==> src/rtl/muldiv_pkg.sv <==
// Shared types and constants for the RV32M multiply/divide sequencer.
package muldiv_pkg;

  localparam int MD_XLEN = 32;

  typedef enum logic [1:0] {
    IDLE    = 2'd0,
    MUL_RUN = 2'd1,
    DIV_RUN = 2'd2,
    DONE    = 2'd3
  } muldiv_state_t;

  // funct3 encodings of the M-extension ops
  localparam logic [2:0] MD_MUL    = 3'b000;
  localparam logic [2:0] MD_MULH   = 3'b001;
  localparam logic [2:0] MD_MULHSU = 3'b010;
  localparam logic [2:0] MD_MULHU  = 3'b011;
  localparam logic [2:0] MD_DIV    = 3'b100;
  localparam logic [2:0] MD_DIVU   = 3'b101;
  localparam logic [2:0] MD_REM    = 3'b110;
  localparam logic [2:0] MD_REMU   = 3'b111;

  localparam logic [MD_XLEN-1:0] DIV0_QUOTIENT = {MD_XLEN{1'b1}};
  localparam logic [MD_XLEN-1:0] INT_MIN       = {1'b1, {(MD_XLEN-1){1'b0}}};

endpackage

==> src/rtl/muldiv_datapath.sv <==
// Operand sign handling, shared product/remainder shift register and final
// sign fix for the multiply/divide sequencer.
// Build option: MULDIV_FAST_MUL_EN replaces the iterative multiply with a
// single-cycle combinational product.
module muldiv_datapath
  import muldiv_pkg::*;
#(
  parameter int DATA_WIDTH = MD_XLEN
) (
  input  logic                  clk,
  input  logic                  reset_n,
  input  logic                  load_i,
  input  logic                  step_i,
  input  logic                  finish_i,
  input  logic [2:0]            op_i,
  input  logic [DATA_WIDTH-1:0] src_a_i,
  input  logic [DATA_WIDTH-1:0] src_b_i,
  output logic                  special_o,
  output logic [DATA_WIDTH-1:0] result_o
);

  localparam int W = DATA_WIDTH;
  localparam logic [W-1:0] ALL_ONES = W'(DIV0_QUOTIENT);
  localparam logic [W-1:0] MIN_NEG  = W'(INT_MIN);

  logic [2:0]     op_q, op_d;
  logic           neg_q, neg_d, neg_rem_q, neg_rem_d;
  logic [W-1:0]   opnd_q, opnd_d, result_q, result_d;
  logic [2*W-1:0] prod_q, prod_d;

  logic           a_signed, b_signed, a_neg, b_neg, div_zero, div_ovf;
  logic [W-1:0]   a_mag, b_mag, load_res, step_res, quo_fix, rem_fix;
  logic [W:0]     rem_sh, diff;
  logic [2*W-1:0] div_next, prod_fix;
`ifdef MULDIV_FAST_MUL_EN
  logic [2*W-1:0] fast_prod, fast_fix;
`else
  logic [W:0]     mul_sum;
  logic [2*W-1:0] mul_next;
`endif

  // Decode signedness of the incoming op, form magnitudes and detect the
  // divide cases that finish without iterating.
  always_comb begin
    a_signed  = (op_i == MD_MULH) || (op_i == MD_MULHSU) || (op_i == MD_DIV) || (op_i == MD_REM);
    b_signed  = (op_i == MD_MULH) || (op_i == MD_DIV) || (op_i == MD_REM);
    a_neg     = a_signed & src_a_i[W-1];
    b_neg     = b_signed & src_b_i[W-1];
    a_mag     = a_neg ? -src_a_i : src_a_i;
    b_mag     = b_neg ? -src_b_i : src_b_i;
    div_zero  = op_i[2] & (src_b_i == '0);
    div_ovf   = op_i[2] & ~op_i[0] & (src_a_i == MIN_NEG) & (src_b_i == ALL_ONES);
    special_o = div_zero | div_ovf;
    load_res  = '0;
`ifdef MULDIV_FAST_MUL_EN
    fast_prod = {{W{1'b0}}, a_mag} * {{W{1'b0}}, b_mag};
    fast_fix  = (a_neg ^ b_neg) ? -fast_prod : fast_prod;
    if (!op_i[2]) load_res = (op_i[1:0] == 2'b00) ? fast_fix[W-1:0] : fast_fix[2*W-1:W];
`endif
    if (div_zero)     load_res = op_i[1] ? src_a_i : ALL_ONES;
    else if (div_ovf) load_res = op_i[1] ? '0 : MIN_NEG;
  end

  // One iteration step: shift-add for multiply, restoring shift-subtract for
  // divide. For divide the register holds {remainder, dividend/quotient}.
  always_comb begin
`ifndef MULDIV_FAST_MUL_EN
    mul_sum  = {1'b0, prod_q[2*W-1:W]} + (prod_q[0] ? {1'b0, opnd_q} : '0);
    mul_next = {mul_sum, prod_q[W-1:1]};
`endif
    rem_sh   = {prod_q[2*W-1:W], prod_q[W-1]};
    diff     = rem_sh - {1'b0, opnd_q};
    div_next = {(diff[W] ? rem_sh[W-1:0] : diff[W-1:0]), prod_q[W-2:0], ~diff[W]};

    op_d      = op_q;
    neg_d     = neg_q;
    neg_rem_d = neg_rem_q;
    opnd_d    = opnd_q;
    prod_d    = prod_q;
    if (load_i) begin
      op_d      = op_i;
      neg_d     = a_neg ^ b_neg;
      neg_rem_d = a_neg;
      opnd_d    = op_i[2] ? b_mag : a_mag;
      prod_d    = {{W{1'b0}}, (op_i[2] ? a_mag : b_mag)};
    end else if (step_i) begin
`ifdef MULDIV_FAST_MUL_EN
      prod_d = div_next;
`else
      prod_d = op_q[2] ? div_next : mul_next;
`endif
    end
  end

  // Result selection with sign fix, taken from the post-step register value
  // so it is ready on the same edge the FSM enters DONE.
  always_comb begin
    prod_fix = neg_q ? -prod_d : prod_d;
    quo_fix  = neg_q ? -prod_d[W-1:0] : prod_d[W-1:0];
    rem_fix  = neg_rem_q ? -prod_d[2*W-1:W] : prod_d[2*W-1:W];
    if (op_q[2]) step_res = op_q[1] ? rem_fix : quo_fix;
    else         step_res = (op_q[1:0] == 2'b00) ? prod_fix[W-1:0] : prod_fix[2*W-1:W];
    result_d = result_q;
    if (finish_i) result_d = load_i ? load_res : step_res;
  end

  // Datapath registers.
  always_ff @(posedge clk or negedge reset_n) begin
    if (!reset_n) begin
      op_q      <= '0;
      neg_q     <= 1'b0;
      neg_rem_q <= 1'b0;
      opnd_q    <= '0;
      prod_q    <= '0;
      result_q  <= '0;
    end else begin
      op_q      <= op_d;
      neg_q     <= neg_d;
      neg_rem_q <= neg_rem_d;
      opnd_q    <= opnd_d;
      prod_q    <= prod_d;
      result_q  <= result_d;
    end
  end

  assign result_o = result_q;

endmodule

==> src/rtl/muldiv_sequencer.sv <==
// RV32M multi-cycle multiply/divide controller for the execute stage.
// Build option: MULDIV_FAST_MUL_EN gives single-cycle multiplies.
//
// state   | meaning
// IDLE    | waiting for StartE; stall only through the combinational start term
// MUL_RUN | iterative multiply, one shift-add per cycle
// DIV_RUN | restoring divide, one shift-subtract per cycle
// DONE    | DoneMD high for one cycle with ResultMD/RdMD valid
module muldiv_sequencer
  import muldiv_pkg::*;
#(
  parameter int DATA_WIDTH = 32,
  parameter int ADDR_WIDTH = 5
) (
  input  logic                  clk,
  input  logic                  reset_n,
  input  logic                  StartE,
  input  logic [2:0]            MulDivOpE,
  input  logic [DATA_WIDTH-1:0] SrcAE,
  input  logic [DATA_WIDTH-1:0] SrcBE,
  input  logic [ADDR_WIDTH-1:0] RdE,
  input  logic                  FlushE,
  output logic                  StallMD,
  output logic                  DoneMD,
  output logic [DATA_WIDTH-1:0] ResultMD,
  output logic [ADDR_WIDTH-1:0] RdMD
);

  localparam int CW = $clog2(DATA_WIDTH);
  localparam logic [CW-1:0] LAST = CW'(DATA_WIDTH - 1);

  muldiv_state_t   state_q, state_d;
  logic [CW-1:0]   cnt_q, cnt_d;
  logic            done_q, done_d;
  logic [ADDR_WIDTH-1:0] rd_pend_q, rd_pend_d, rd_q, rd_d;
  logic            load, step, finish, special, quick;

  muldiv_datapath #(.DATA_WIDTH(DATA_WIDTH)) u_datapath (
    .clk       (clk),
    .reset_n   (reset_n),
    .load_i    (load),
    .step_i    (step),
    .finish_i  (finish),
    .op_i      (MulDivOpE),
    .src_a_i   (SrcAE),
    .src_b_i   (SrcBE),
    .special_o (special),
    .result_o  (ResultMD)
  );

  // Next-state and strobe decode.
  always_comb begin
`ifdef MULDIV_FAST_MUL_EN
    quick = special | ~MulDivOpE[2];
`else
    quick = special;
`endif
    state_d   = state_q;
    cnt_d     = cnt_q;
    done_d    = 1'b0;
    rd_pend_d = rd_pend_q;
    rd_d      = rd_q;
    load      = 1'b0;
    step      = 1'b0;
    finish    = 1'b0;
    case (state_q)
      IDLE: begin
        if (StartE && !FlushE) begin
          load      = 1'b1;
          rd_pend_d = RdE;
          cnt_d     = '0;
          if (quick) begin
            finish  = 1'b1;
            done_d  = 1'b1;
            rd_d    = RdE;
            state_d = DONE;
          end else begin
            state_d = MulDivOpE[2] ? DIV_RUN : MUL_RUN;
          end
        end
      end
`ifdef MULDIV_FAST_MUL_EN
      DIV_RUN: begin
`else
      MUL_RUN, DIV_RUN: begin
`endif
        if (FlushE) begin
          state_d = IDLE;
        end else begin
          step = 1'b1;
          if (cnt_q == LAST) begin
            finish  = 1'b1;
            done_d  = 1'b1;
            rd_d    = rd_pend_q;
            state_d = DONE;
          end else begin
            cnt_d = cnt_q + CW'(1);
          end
        end
      end
      default: state_d = IDLE;
    endcase
  end

  // Controller state and registered outputs.
  always_ff @(posedge clk or negedge reset_n) begin
    if (!reset_n) begin
      state_q   <= IDLE;
      cnt_q     <= '0;
      done_q    <= 1'b0;
      rd_pend_q <= '0;
      rd_q      <= '0;
    end else begin
      state_q   <= state_d;
      cnt_q     <= cnt_d;
      done_q    <= done_d;
      rd_pend_q <= rd_pend_d;
      rd_q      <= rd_d;
    end
  end

  assign StallMD = ((state_q == IDLE) & StartE & ~FlushE) | (state_q == MUL_RUN) | (state_q == DIV_RUN);
  assign DoneMD  = done_q;
  assign RdMD    = rd_q;

endmodule

==> config.mk <==
export PLATFORM = sky130hd
export DESIGN_NAME = muldiv_sequencer
export DESIGN_NICKNAME = d
export VERILOG_FILES = /design/src/rtl/muldiv_pkg.sv /design/src/rtl/muldiv_datapath.sv /design/src/rtl/muldiv_sequencer.sv
export SDC_FILE = /design/constraint.sdc
export NUM_CORES = 1
export LEC_CHECK = 0
export CORE_ASPECT_RATIO = 1.4
export CORE_MARGIN = 2
export CORE_UTILIZATION = 40
export DETAILED_ROUTE_END_ITERATION = 6
export PLACE_DENSITY = 0.58
export SYNTH_ARGS = -nofsm -noshare
export SYNTH_HDL_FRONTEND = slang
export SYNTH_HIERARCHICAL = 1
export SYNTH_SLANG_ARGS = --single-unit
==> constraint.sdc <==
create_clock -name clk -period 8.3 [get_ports clk]
set_clock_uncertainty 0.1 [all_clocks]
set_input_delay 2.075 -clock clk [delete_from_list [all_inputs] [get_ports clk]]
set_output_delay 2.075 -clock clk [all_outputs]
set_load 0.05 [all_outputs]
==> load_flow_metrics.sql <==
INSERT INTO impl_metrics (metric_group, metric, value, unit) VALUES
('clocking', 'htree_levels', '4', ''),
('grt', 'antenna_found_initial', '4', ''),
('logic_synthesis', 'post_synth_inst_count', '2425', ''),
('final_layout', 'layout.cells.most_common_list', 'sky130_fd_sc_hd__nand2_1 (245), sky130_fd_sc_hd__nor2_1 (204), sky130_fd_sc_hd__o21ai_0 (174)', ''),
('routing', 'first_pass_iters', '7', ''),
('placed_design', 'final_weighted_congestion_of_routability_driven_global_placement', '1.03', ''),
('floorplan', 'die_h', '258', 'um'),
('timing', 'min_period_over_period', '0.891', ''),
('clocking', 'later_pin_clock_latency_in_the_skew_report', '0.48', 'ns'),
('critical_path', 'regToRegEndpoint', 'u_datapath/result_o[31]$_DFFE_PN0P_', ''),
('final_layout', 'drive_above_1_share', '0.0922', ''),
('clocking', 'number_of_buffers_on_the_longest_clock_path', '2', ''),
('pwr', 'worst_supply_voltage_drop_on_vdd', '0.240', 'mV'),
('clocking', 'tritoncts', 'done', ''),
('logic_synthesis', 'mux_contribution_to_synthesized_area', '0.0358', ''),
('critical_path', 'worst_r2r_path_depth', '18', ''),
('clocking', 'cts.sinks', '151', ''),
('critical_path', 'critPathLaunch', 'MulDivOpE[0]', ''),
('logic_synthesis', 'netlist.area_leader.share', '0.206', ''),
('timing', 'timing_worst_slew_pin_value', '1.34', 'ns'),
('routing', 'dr.first_iter.drc_count', '2315', ''),
('critical_path', 'setup.worst_path.end', 'u_datapath/result_o[31]$_DFFE_PN0P_', ''),
('floorplan', 'core.rowCount', '92', ''),
('pwr', 'finalPower', '10.6', 'mW'),
('logic_synthesis', 'netlist-cell-type-count', '123', ''),
('critical_path', 'end_kind', 'flop', ''),
('timing', 'max_freq', '0.135', 'GHz'),
('critical_path', 'critical-path-top-delay-family', 'compound AO/OA/AOI/OAI gates', ''),
('logic_synthesis', 'syn_nets', '2579', ''),
('logic_synthesis', 'yosys_warnings', '6', ''),
('clocking', 'cts_buffer_count', '17', ''),
('grt', 'total_overflow_reported_by_the_global_router', '0', ''),
('logic_synthesis', 'synth-edff-count', '0', ''),
('routing', 'post-route-drc-count', '2', ''),
('final_layout', 'areaGrowthSynthToFinish', '13.0', '%'),
('placed_design', 'portBuffers', '114', ''),
('run_status', 'violations_in_the_final_reports', 'design-rule violations', ''),
('critical_path', 'crit_buf_inv', '3', ''),
('clocking', 'cts.root.buffer_cell', 'sky130_fd_sc_hd__clkbuf_16', ''),
('routing', 'wirelength', '96300', 'um'),
('floorplan', 'die_w', '185', 'um'),
('critical_path', 'crit_fanout', '16', ''),
('routing', 'post_drt_wl_per_cell', '31.0', 'um'),
('logic_synthesis', 'synth.top_cells.by_area', 'sky130_fd_sc_hd__dfrtp_1 (21%), sky130_fd_sc_hd__ha_1 (5.2%), sky130_fd_sc_hd__nand2_1 (5.0%)', ''),
('grt', 'first_global_vias', '20500', ''),
('floorplan', 'fp.dieArea', '0.0477', 'mm2'),
('critical_path', 'timing_worst_setup_path_type', 'in -> reg', ''),
('logic_synthesis', 'synth_top_family_by_area', 'compound AO/OA/AOI/OAI gates', ''),
('pwr', 'static-leakage-power', '8.05', 'nW'),
('pwr', 'power-per-cell-area', '512', 'mW/mm2'),
('logic_synthesis', 'post_synth_fa_ha_maj_area_fraction', '0.0540', ''),
('logic_synthesis', 'ys_async_sr_fraction', '1.00', ''),
('routing', 'avgViaCountPerCell', '6.67', ''),
('grt', 'global_route_wire_length_before_repair', '139000', 'um'),
('run', 'cap_violations', '0', ''),
('critical_path', 'worst_setup_path_start_kind', 'input port', ''),
('run_status', 'status', 'complete, but fails checks', ''),
('routing', 'postRouteAntennaNets', '0', ''),
('critical_path', 'critical_path.reg2reg.startpoint', 'u_datapath/prod_q[0]$_DFF_PN0_', ''),
('clocking', 'post_cts.repair.setup_buffers', '0', ''),
('timing', 'maxSlewViolCount', '0', ''),
('critical_path', 'critical_path.cell_chain', 'clkdlybuf4s50_1 > nor3b_2 > o21ai_2 > buf_4 > a31oi_1 > xor2_1 > a2111oi_4 > inv_2 > nor3_1 > and3_1 > nand3_1 > o211a_1 > o31ai_1 > o311ai_0 > a211oi_1 > o221ai_1', ''),
('timing', 'final_hold_viol_count', '0', ''),
('floorplan', 'io_pins', '115', ''),
('critical_path', 'critical_path.slowest_cell', 'sky130_fd_sc_hd__clkdlybuf4s50_1', ''),
('critical_path', 'crit_arrival', '7.64', 'ns'),
('critical_path', 'critPathRequiredTime', '8.54', 'ns'),
('logic_synthesis', 'avgSynthCellArea', '7.57', 'um2'),
('floorplan', 'initial_utilization', '0.406', ''),
('critical_path', 'reg2reg_setup_slack', '2.43', 'ns'),
('timing', 'period_minus_slack', '7.40', 'ns');
-- how the worst min path moves through the flow --
stage,start,end,slack (ns),cells past startpoint
floorplan,rd_pend_q[0]$_DFFE_PN0P_,rd_pend_q[0]$_DFFE_PN0P_,0.34,2
global placement,rd_pend_q[0]$_DFFE_PN0P_,rd_pend_q[0]$_DFFE_PN0P_,0.36,2
detailed placement,rd_pend_q[1]$_DFFE_PN0P_,rd_pend_q[1]$_DFFE_PN0P_,0.37,2
CTS,rd_pend_q[3]$_DFFE_PN0P_,rd_pend_q[3]$_DFFE_PN0P_,0.39,2
global route,rd_pend_q[3]$_DFFE_PN0P_,rd_pend_q[3]$_DFFE_PN0P_,0.41,2
finish,rd_pend_q[3]$_DFFE_PN0P_,rd_pend_q[3]$_DFFE_PN0P_,0.38,2
-- layout make-up --
class	instances	area, um2
Fill cell	4687	24500
Multi-Input combinational cell	2013	13400
Sequential cell	151	3780
Timing Repair Buffer	195	1770
Tap cell	611	764
Clock buffer	17	425
Inverter	103	394
Clock inverter	15	188
Antenna cell	1	2.50
-- report_power, final --
part           internal, mW  switching (mW)
Sequential             1.07           0.385
Clock                 0.456           0.392
Combinational          2.70            5.62
-- per-stage QoR --
| step | hold WS [ns] | cell area, um2 | utilization | setup slack (ns) | cells |
|---|---|---|---|---|---|
| final | 0.380 | 20800 | 0.459 | 0.902 | 3106 |
| after global routing | 0.406 | 20800 | 0.459 | 0.778 | 3105 |
| after CTS | 0.387 | 20700 | 0.459 | 0.904 | 3104 |
| after detailed placement | 0.367 | 20100 | 0.445 | 0.586 | 3072 |
| after global placement | 0.361 | 20100 | 0.445 | 0.639 | 3072 |
| after floorplan | 0.344 | 18400 | - | 1.96 | 2425 |
-- synthesized netlist by cell type, types with 61 or more instances --
| cell type | n |
|---|---|
| sky130_fd_sc_hd__a21oi_1 | 171 |
| sky130_fd_sc_hd__clkbuf_1 | 84 |
| sky130_fd_sc_hd__dfrtp_1 | 151 |
| sky130_fd_sc_hd__ha_1 | 76 |
| sky130_fd_sc_hd__inv_1 | 97 |
| sky130_fd_sc_hd__nand2_1 | 245 |
| sky130_fd_sc_hd__nor2_1 | 205 |
| sky130_fd_sc_hd__nor3_1 | 61 |
| sky130_fd_sc_hd__o211ai_1 | 63 |
| sky130_fd_sc_hd__o21ai_0 | 174 |
| sky130_fd_sc_hd__xnor2_1 | 93 |
| sky130_fd_sc_hd__xor2_1 | 61 |
-- per-layer routing --
metal | global-route usage | up-vias | part of all wire
met1 | 0.443 | 9991 | 0.36
met2 | 0.661 | 1138 | 0.47
met3 | 0.0826 | 392 | 0.073
li1 | - | 9207 | -
met5 | 0 | - | 0.00031
met4 | 0.336 | 4 | 0.099
-- registers in the layout, summed over array words and instances, names as in the netlist --
signal and count:
u_datapath/neg_q 1, state_q 2, RdMD 5, cnt_q 5, DoneMD 1, u_datapath/prod_q 64
u_datapath/neg_rem_q 1, rd_pend_q 5, u_datapath/result_o 32, u_datapath/opnd_q 32, u_datapath/op_q 3
-- worst register-to-register path: cells and delay by family, from the launching register on --
family / cells / cell delay, ns
buffers and inverters: 2 / 0.28
AOI/OAI and AO/OA: 8 / 2.51
adders and majority gates: 2 / 0.39
DFF: 1 / 0.61
and+or+nand+nor: 6 / 1.89
-- cells by family (layout without fill, tap and decap cells) --
group           count (synthesis)  after routing
flops                         151            151
mux                            64             64
other cells                     0              1
simple gates                  880            880
compound gates                837            837
buf+inv                       261            330
xor+xnor                      154            154
fa+ha+maj                      78             78
No activity file was read; power rests on OpenSTA's default activity.
